File: src/rtl/param_shift_unit.sv
`default_nettype none
// ============================================================================
//  Module      : param_shift_unit
//  Description : Step-button driven shift/rotate unit of configurable width.
//                Synchronises and debounces a raw push-button. Each accepted
//                press runs one of eight datapath operations, updates a
//                shift-out bit and advances a wrapping step counter.
//  Revision    : 1.0  initial release
// ============================================================================
module param_shift_unit #(
  parameter int WIDTH           = 8,
  parameter int DEBOUNCE_CYCLES = 4,
  parameter int COUNT_W         = 8
) (
  input  logic               clock,
  input  logic               reset,
  input  logic               step,
  input  logic [2:0]         mode,
  input  logic               serialIn,
  input  logic [WIDTH-1:0]   parIn,
  output logic [WIDTH-1:0]   outShift,
  output logic               serialOut,
  output logic [COUNT_W-1:0] stepCount
);

  // Debounce counter is wide enough to reach DEBOUNCE_CYCLES-1 (at least 1 bit)
  localparam int CNT_W = (DEBOUNCE_CYCLES > 1) ? $clog2(DEBOUNCE_CYCLES) : 1;
  localparam logic [CNT_W-1:0] CNT_LAST = CNT_W'(DEBOUNCE_CYCLES - 1);

  localparam logic [2:0] MODE_HOLD  = 3'b000;
  localparam logic [2:0] MODE_SHR   = 3'b001;
  localparam logic [2:0] MODE_SHL   = 3'b010;
  localparam logic [2:0] MODE_LOAD  = 3'b011;
  localparam logic [2:0] MODE_ROR   = 3'b100;
  localparam logic [2:0] MODE_ROL   = 3'b101;
  localparam logic [2:0] MODE_ASR   = 3'b110;
  localparam logic [2:0] MODE_CLEAR = 3'b111;

  logic             s1;
  logic             s2;
  logic             db_level;
  logic [CNT_W-1:0] db_cnt;
  logic             exec_op;

  // An operation fires on the edge where the accepted level rises 0->1
  assign exec_op = s2 && !db_level && (db_cnt == CNT_LAST);

  // Two-flop synchroniser for the asynchronous button input
  always_ff @(posedge clock) begin
    if (reset) begin
      s1 <= 1'b0;
      s2 <= 1'b0;
    end else begin
      s1 <= step;
      s2 <= s1;
    end
  end

  // Debouncer: accept a new level only after it has been stable long enough
  always_ff @(posedge clock) begin
    if (reset) begin
      db_level <= 1'b0;
      db_cnt   <= '0;
    end else if (s2 == db_level) begin
      db_cnt <= '0;
    end else if (db_cnt == CNT_LAST) begin
      db_level <= s2;
      db_cnt   <= '0;
    end else begin
      db_cnt <= db_cnt + CNT_W'(1);
    end
  end

  // Datapath, shift-out bit and step counter update only on an execute edge
  always_ff @(posedge clock) begin
    if (reset) begin
      outShift  <= '0;
      serialOut <= 1'b0;
      stepCount <= '0;
    end else if (exec_op) begin
      stepCount <= stepCount + COUNT_W'(1);
      case (mode)
        MODE_HOLD: begin
          outShift <= outShift;
        end
        MODE_SHR: begin
          outShift  <= {serialIn, outShift[WIDTH-1:1]};
          serialOut <= outShift[0];
        end
        MODE_SHL: begin
          outShift  <= {outShift[WIDTH-2:0], serialIn};
          serialOut <= outShift[WIDTH-1];
        end
        MODE_LOAD: begin
          outShift <= parIn;
        end
        MODE_ROR: begin
          outShift  <= {outShift[0], outShift[WIDTH-1:1]};
          serialOut <= outShift[0];
        end
        MODE_ROL: begin
          outShift  <= {outShift[WIDTH-2:0], outShift[WIDTH-1]};
          serialOut <= outShift[WIDTH-1];
        end
        MODE_ASR: begin
          outShift  <= {outShift[WIDTH-1], outShift[WIDTH-1:1]};
          serialOut <= outShift[0];
        end
        MODE_CLEAR: begin
          outShift  <= '0;
          serialOut <= 1'b0;
        end
        default: begin
          outShift <= outShift;
        end
      endcase
    end
  end

endmodule
`default_nettype wire

File: config.mk
export PLATFORM = sky130hd
export DESIGN_NAME = param_shift_unit
export DESIGN_NICKNAME = d
export VERILOG_FILES = /design/src/rtl/param_shift_unit.sv
export SDC_FILE = /design/constraint.sdc
export NUM_CORES = 1
export LEC_CHECK = 0
export BUFFER_PORTS_ARGS = -buffer_cell sky130_fd_sc_hd__buf_4
export CAP_MARGIN = 20
export CORE_MARGIN = 3
export CORE_UTILIZATION = 30
export CTS_CLUSTER_DIAMETER = 100
export DETAILED_ROUTE_END_ITERATION = 6
export PLACE_DENSITY_LB_ADDON = 0.3
export SLEW_MARGIN = 20
export SYNTH_ARGS = -nofsm -noshare
export SYNTH_HDL_FRONTEND = slang
export SYNTH_SLANG_ARGS = --single-unit
File: constraint.sdc
create_clock -name clock -period 2.26 [get_ports clock]
set_clock_uncertainty 0.2 [all_clocks]
set_input_delay 0.113 -clock clock [delete_from_list [all_inputs] [get_ports clock]]
set_output_delay 0.113 -clock clock [all_outputs]
set_load 0.01 [all_outputs]
==> results of run 1 <==
## power by group
| group | switching, mW | total, mW | internal [mW] |
|---|---|---|---|
| clock | 0.118 | 0.297 | 0.179 |
| sequential | 0.000904 | 0.391 | 0.390 |
| combinational | 0.0349 | 0.0743 | 0.0394 |
| total | 0.153 | 0.762 | 0.608 |
## final timing paths
| kind | from | depth (start not counted) | endpoint | slack (ns) |
|---|---|---|---|---|
| setup / recovery | db_cnt[0] | 6 | outShift[7] | 0.15 |
| hold / removal | parIn[2] | 3 | outShift[2] | 0.02 |
| setup reg to reg | db_cnt[0] | 6 | outShift[7] | 0.15 |
| hold reg to reg | s1 | 1 | s2 | 0.25 |
## sequential cells by signal, summed over array words and instances (netlist names)
name       flops
db_cnt         2
db_level       1
outShift       8
s1             1
s2             1
serialOut      1
stepCount      8
## tightest hold or removal path: stages
cell                       delay (ns)
sky130_fd_sc_hd__buf_4           0.08
sky130_fd_sc_hd__a222oi_1        0.07
sky130_fd_sc_hd__a211oi_1        0.21
## cells in the final DEF, fill, tap and decap left out, types with 4 or more instances in the layout
cell type                       count
sky130_fd_sc_hd__buf_4             32
sky130_fd_sc_hd__xor2_1             8
sky130_fd_sc_hd__nand2_1           10
sky130_fd_sc_hd__a21oi_1            4
sky130_fd_sc_hd__dlygate4sd3_1      8
sky130_fd_sc_hd__nand4_1            4
sky130_fd_sc_hd__dfxtp_1           22
sky130_fd_sc_hd__a211oi_1           6
sky130_fd_sc_hd__a222oi_1           6
sky130_fd_sc_hd__nor2_1            17
## metrics by stage
stage / std cells / instance area (sq um) / hold WS (ns) / power (mW)
3_5_place_dp: 190 / 1330 / 0.139 / 0.464
4_1_cts: 202 / 1470 / 0.00862 / 0.776
3_3_place_gp: 190 / 1330 / 0.127 / 0.463
2_1_floorplan: 119 / 1070 / -0.0154 / 0.438
5_1_grt: 202 / 1470 / 0.0352 / 0.800
6_report: 202 / 1470 / 0.0151 / 0.762
## kinds of logic after synthesis
group                      after synthesis  share of synthesized area (%)
AOI/OAI and AO/OA                       30                           22.5
DFF                                     22                           41.2
buffers and inverters                   10                           4.33
muxes                                    2                           1.99
xor gates and xnor gates                 9                           7.37
and+or+nand+nor                         43                           19.2
adders and majority gates                3                           3.51
## layer usage
metal	vias up	global-route usage (%)	share of wire, %	routed length, microns
met5	-	0	0	0
met4	0	2.33	0.44	11
met3	2	4.27	8.5	211
met2	40	21.4	47	1170
met1	468	15.0	44	1100
li1	512	-	-	-
## area by class of cell
type	instances	area share, %
Clock inverter	1	2.05
Clock buffer	3	1.54
Inverter	3	0.769
Timing Repair Buffer	40	21.9
Tap cell	46	3.93
Multi-Input combinational cell	87	39.8
Sequential cell	22	30.1
==> run summary, run 1 <==
Max Slew Vio Count -> 0
Library cell used as clock root buffer -> sky130_fd_sc_hd__clkbuf_4
Total count of hold-check failures in the final report -> 0
Post-CTS setup-driven buffer insertion count -> 0
Overall Global Routing Usage -> 12.5%
Clock sink total -> 22
Wire length of the first global-routing pass -> 4280 microns
Post-route clock period utilization -> 93.3%
Arrival time of data at the critical path endpoint -> 2.12 ns
Share of Yosys cell area claimed by the top area cell type -> 41.2%
Number of enable-type register cells in the synthesized netlist -> 0
DIE AREA -> 0.00432 sq mm
Commonest register cell after synthesis -> sky130_fd_sc_hd__dfxtp_1
Number of nets still failing antenna checks after routing -> 0
Clock insertion delay at the later pin of the skew report -> 0.30 ns
Max stage delay on crit path -> 0.56 ns
Clock H-tree levels -> 1
Multi-input combinational cell area -> 583 sq um
Layout Area Growth over Synthesis -> 37.0%
Asr flop ratio synth -> 0%
Synthesized instance count -> 119
Count of max-cap constraint violations -> 0
Largest net degree at the start of global routing -> 23
Number of hold buffers added after CTS -> 8
Relative slew margins -> 67.9%
DRC violation total after the first TritonRoute iteration -> 71
Transition at the pin with the smallest max-transition slack -> 0.480 ns
Gates resized, CTS repair -> 0
Diodes inserted -> 0
First-pass iteration count of the detailed router -> 4
Synth Warn # -> 0
Effective utilization at floorplan -> 31.6%
Number of buffers inserted by port buffering -> 31
RSZ-0062 raised after global routing -> false
Net count, final -> 175
Dpl ws -> 0.588 ns
Proportion of synthesized chip area in sequential cells -> 41.2%
Routed WL -> 2490 microns
Initial antenna violation count -> 0
Net Count, Synth -> 137
Top fanout value on the critical path -> 11
Register clock-pin slew on the reported worst setup and hold paths -> 0.12 ns
Cell with the largest stage delay on the worst path -> sky130_fd_sc_hd__dlygate4sd3_1
Launching element type of the critical path -> register
Synth Cell Area -> 0.00107 sq mm
Area of all sequential standard cells -> 440 sq um
Sum Neg Setup Slack -> 0 ns
Ranking of synthesized cells by instance count -> sky130_fd_sc_hd__dfxtp_1 (22), sky130_fd_sc_hd__nor2_1 (17), sky130_fd_sc_hd__nand2_1 (10)
Post-synthesis average cell area -> 8.99 sq um
CP top delay family -> buffers and inverters
Count of vias placed by the detailed router -> 1022
Vias per std cell -> 5.06
Leading post-synthesis cells by cell area -> sky130_fd_sc_hd__dfxtp_1 (41%), sky130_fd_sc_hd__xor2_1 (6.5%), sky130_fd_sc_hd__nor2_1 (6.0%)
Number of distinct library cells after synthesis -> 36
Most common cell in the netlist -> sky130_fd_sc_hd__dfxtp_1
Required time at the worst-slack endpoint -> 2.27 ns
Via count of the first global-routing pass -> 973
Die outline height -> 65.7 microns
Fill cell count -> 335
Final setup violation count -> 0
Fraction of layout cells with a size suffix above 1 -> 24.4%
Fmax -> 0.474 GHz
Maximum VDD drop -> 0.309 mV
Leakage Power -> 0.601 nW
Total clock buffers created by CTS -> 3
Utilization after layout -> 43.2%
Post-layout worst setup margin -> 0.150 ns
Count of standard-cell rows -> 21
Run status -> completed
Largest area contributor in the netlist -> sky130_fd_sc_hd__dfxtp_1
I/O pin count -> 32
Shortest period the worst path allows -> 2.11 ns
Worst min-delay path class -> in -> reg
Overflow left after global routing -> 0
Die Span X -> 65.7 microns
Final weighted congestion of routability-driven global placement -> 0.702
Cells along the critical path -> ha_1 > and2_1 > o21ai_0 > nand2_1 > a21oi_1 > dlygate4sd3_1
WP buf/inv -> 1
Power per cell area -> 520 mW/mm^2
CP Capture Type -> register
Buffers from clock root to sink, at most -> 2
Worst setup path category -> reg -> reg
Post-DR wirelength/cell -> 12.3 microns
Number of synthesized register bits -> 22
Remaining DRCs -> 0
Core Footprint -> 0.00339 sq mm
CTS tree -> yes
Post-DP HPWL -> 1850 microns
No activity file was read; power rests on OpenSTA's default activity.
==> run 2, diff against run 1 <==
--- a/config.mk
+++ b/config.mk
@@ -11,7 +11,7 @@
 export CORE_UTILIZATION = 30
 export CTS_CLUSTER_DIAMETER = 100
 export DETAILED_ROUTE_END_ITERATION = 6
-export PLACE_DENSITY_LB_ADDON = 0.3
+export PLACE_DENSITY_LB_ADDON = 0.25
 export SLEW_MARGIN = 20
 export SYNTH_ARGS = -nofsm -noshare
 export SYNTH_HDL_FRONTEND = slang
==> run summary, run 2 (synthesis gave the netlist of run 1 again) <==
Overflow left after global routing -> 0 (unchanged)
Max stage delay on crit path -> 0.55 ns (about the same)
DIE AREA -> 0.00432 sq mm (unchanged)
Final setup violation count -> 0 (unchanged)
Final non-filler cell area -> 0.00142 sq mm (-3.4%)
Switching power summed over all nets -> 0.146 mW (-5.0%)
Fraction of power consumed by sequential logic -> 61.4% (+10 points)
Met1 track utilization from global routing -> 15.0% (+0.047 points)
Clock H-tree levels -> 1 (unchanged)
Post-route clock period utilization -> 79.8% (-14 points)
Fraction of layout cells with a size suffix above 1 -> 24.2% (-0.18 points)
Maximum VDD drop -> 0.185 mV (-40%)
Effective utilization at floorplan -> 31.6% (unchanged)
Buffers from clock root to sink, at most -> 2 (unchanged)
Number of hold buffers added after CTS -> 6 (-2)
RSZ-0062 raised after global routing -> false
Placed standard-cell area -> 0.00133 sq mm (unchanged)
Launching element type of the critical path -> primary input
Post-DP HPWL -> 1850 microns (+0.14%)
Met3 demand-to-capacity share in global routing -> 4.10% (-0.17 points)
Worst setup path category -> in -> reg
Required time at the worst-slack endpoint -> 2.24 ns (-0.03 ns)
First-pass iteration count of the detailed router -> 4 (unchanged)
Worst min-delay path class -> in -> reg
Register clock-pin slew on the reported worst setup and hold paths -> 0.11 ns (about the same)
M2 GR Usage -> 22.2% (+0.75 points)
Clock sink total -> 22 (unchanged)
Wire length of the first global-routing pass -> 4280 microns (-0.14%)
Pwr Total -> 0.636 mW (-17%)
Clock insertion delay at the later pin of the skew report -> 0.29 ns (about the same)
Run status -> completed
Relative slew margins -> 65.3% (-2.6 points)
Commonest non-fill, non-tap cell in the layout -> sky130_fd_sc_hd__buf_4
Cells along the critical path -> dlygate4sd3_1 > buf_4 > nor2b_1 > o21bai_1 > a222oi_1 > a211oi_1
Arrival time of data at the critical path endpoint -> 1.79 ns (-0.33 ns)
Count of non-filler cells in the finished layout -> 199 (-1.5%)
Internal cell power -> 0.490 mW (-19%)
Remaining DRCs -> 0 (unchanged)
Leakage Power -> 0.576 nW (-4.2%)
Die Span X -> 65.7 microns (unchanged)
I/O pin count -> 32 (unchanged)
Routed WL -> 2490 microns (about the same)
Highest-utilization routing layer at the global route stage -> met2
Die outline height -> 65.7 microns (unchanged)
Transition at the pin with the smallest max-transition slack -> 0.519 ns (+0.0387 ns)
Initial antenna violation count -> 0 (unchanged)
Total clock buffers created by CTS -> 3 (unchanged)
Power per cell area -> 449 mW/mm^2 (-14%)
Via count of the first global-routing pass -> 938 (-3.6%)
Clock network fraction of total power -> 27.0% (-12 points)
Largest net degree at the start of global routing -> 23 (unchanged)
Vias per std cell -> 5.12 (+1.2%)
Top flop regs -> outShift: 8 flops, stepCount: 8 flops, db_cnt: 2 flops
Most frequent cells in the layout -> sky130_fd_sc_hd__buf_4 (32), sky130_fd_sc_hd__dfxtp_1 (22), sky130_fd_sc_hd__nor2_1 (17)
Gates resized, CTS repair -> 0 (unchanged)
Worst Hold Margin -> 0.00307 ns (-0.0120 ns)
Cell with the largest stage delay on the worst path -> sky130_fd_sc_hd__dlygate4sd3_1
Count of max-cap constraint violations -> 0 (unchanged)
CP Capture Type -> register
Total count of hold-check failures in the final report -> 0 (unchanged)
Layout Area Growth over Synthesis -> 32.3%
Dpl ws -> 0.619 ns (+0.0317 ns)
Diodes inserted -> 0 (unchanged)
Post-CTS setup-driven buffer insertion count -> 0 (unchanged)
Top fanout value on the critical path -> 16 (+5)
Post-layout worst setup margin -> 0.457 ns (+0.307 ns)
WP buf/inv -> 2 (+1)
Number of nets still failing antenna checks after routing -> 0 (unchanged)
Sum Neg Setup Slack -> 0 ns (unchanged)
Library cell used as clock root buffer -> sky130_fd_sc_hd__clkbuf_4
Overall Global Routing Usage -> 12.6% (+0.19 points)
Shortest period the worst path allows -> 1.80 ns (-0.307 ns)
Net switching fraction of the power -> 22.9% (+2.8 points)
Fmax -> 0.555 GHz (+17%)
Number of buffers inserted by port buffering -> 31 (unchanged)
Post-DR wirelength/cell -> 12.5 microns (+1.6%)
Final weighted congestion of routability-driven global placement -> 0.725 (+3.3%)
Number of instances in the placed design -> 190 (unchanged)
CTS tree -> yes
Core Footprint -> 0.00339 sq mm (unchanged)
Count of vias placed by the detailed router -> 1019 (-0.29%)
CP top delay family -> compound AO/OA/AOI/OAI gates
Count of standard-cell rows -> 21 (unchanged)
Net count, final -> 173 (-1.1%)
DRC violation total after the first TritonRoute iteration -> 81 (+14%)
Utilization after layout -> 41.7% (-1.5 points)
Max Slew Vio Count -> 0 (unchanged)
Gate power share -> 11.6% (+1.9 points)
[run 2: path summary, 6_finish.rpt]
kind                  start            to  slack (ns)  cells past startpoint
hold / removal     parIn[1]   outShift[1]       0.003                      3
hold reg to reg   db_cnt[0]     db_cnt[0]        0.25                      1
setup reg to reg  db_cnt[0]  stepCount[7]        0.62                      5
setup / recovery    mode[2]   outShift[3]        0.46                      6
[run 2: area by class of cell]
type	instances	area (sq um)
fillers	354	1970
multi-input cells	87	583
flip-flops and latches	22	440
repair buffers	38	300
well taps	46	57.6
clock buffers	3	22.5
inverters	3	11.3
[run 2: power by group through the flow]
stage	clock network (mW)	registers, mW	logic (mW)
finish	0.172	0.391	0.0736
global route	0.203	0.391	0.0810
CTS	0.187	0.391	0.0738
detailed placement	0	0.399	0.0656
global placement	0	0.399	0.0646
floorplan	0	0.399	0.0390
[run 2: layer usage]
layer  share of wire (%)  vias to the layer above
met4                0.84                        0
li1                    -                      510
met3                 5.5                        2
met2                  47                       30
met1                  46                      477
met5                   0                        -
[run 2: worst register-to-register path, cell delays in order (launching register included)]
cell and delay [ns]:
sky130_fd_sc_hd__dfxtp_1 0.35, sky130_fd_sc_hd__ha_1 0.24, sky130_fd_sc_hd__and2_1 0.37, sky130_fd_sc_hd__nand4_1 0.17, sky130_fd_sc_hd__xor2_1 0.16, sky130_fd_sc_hd__nor2_1 0.05
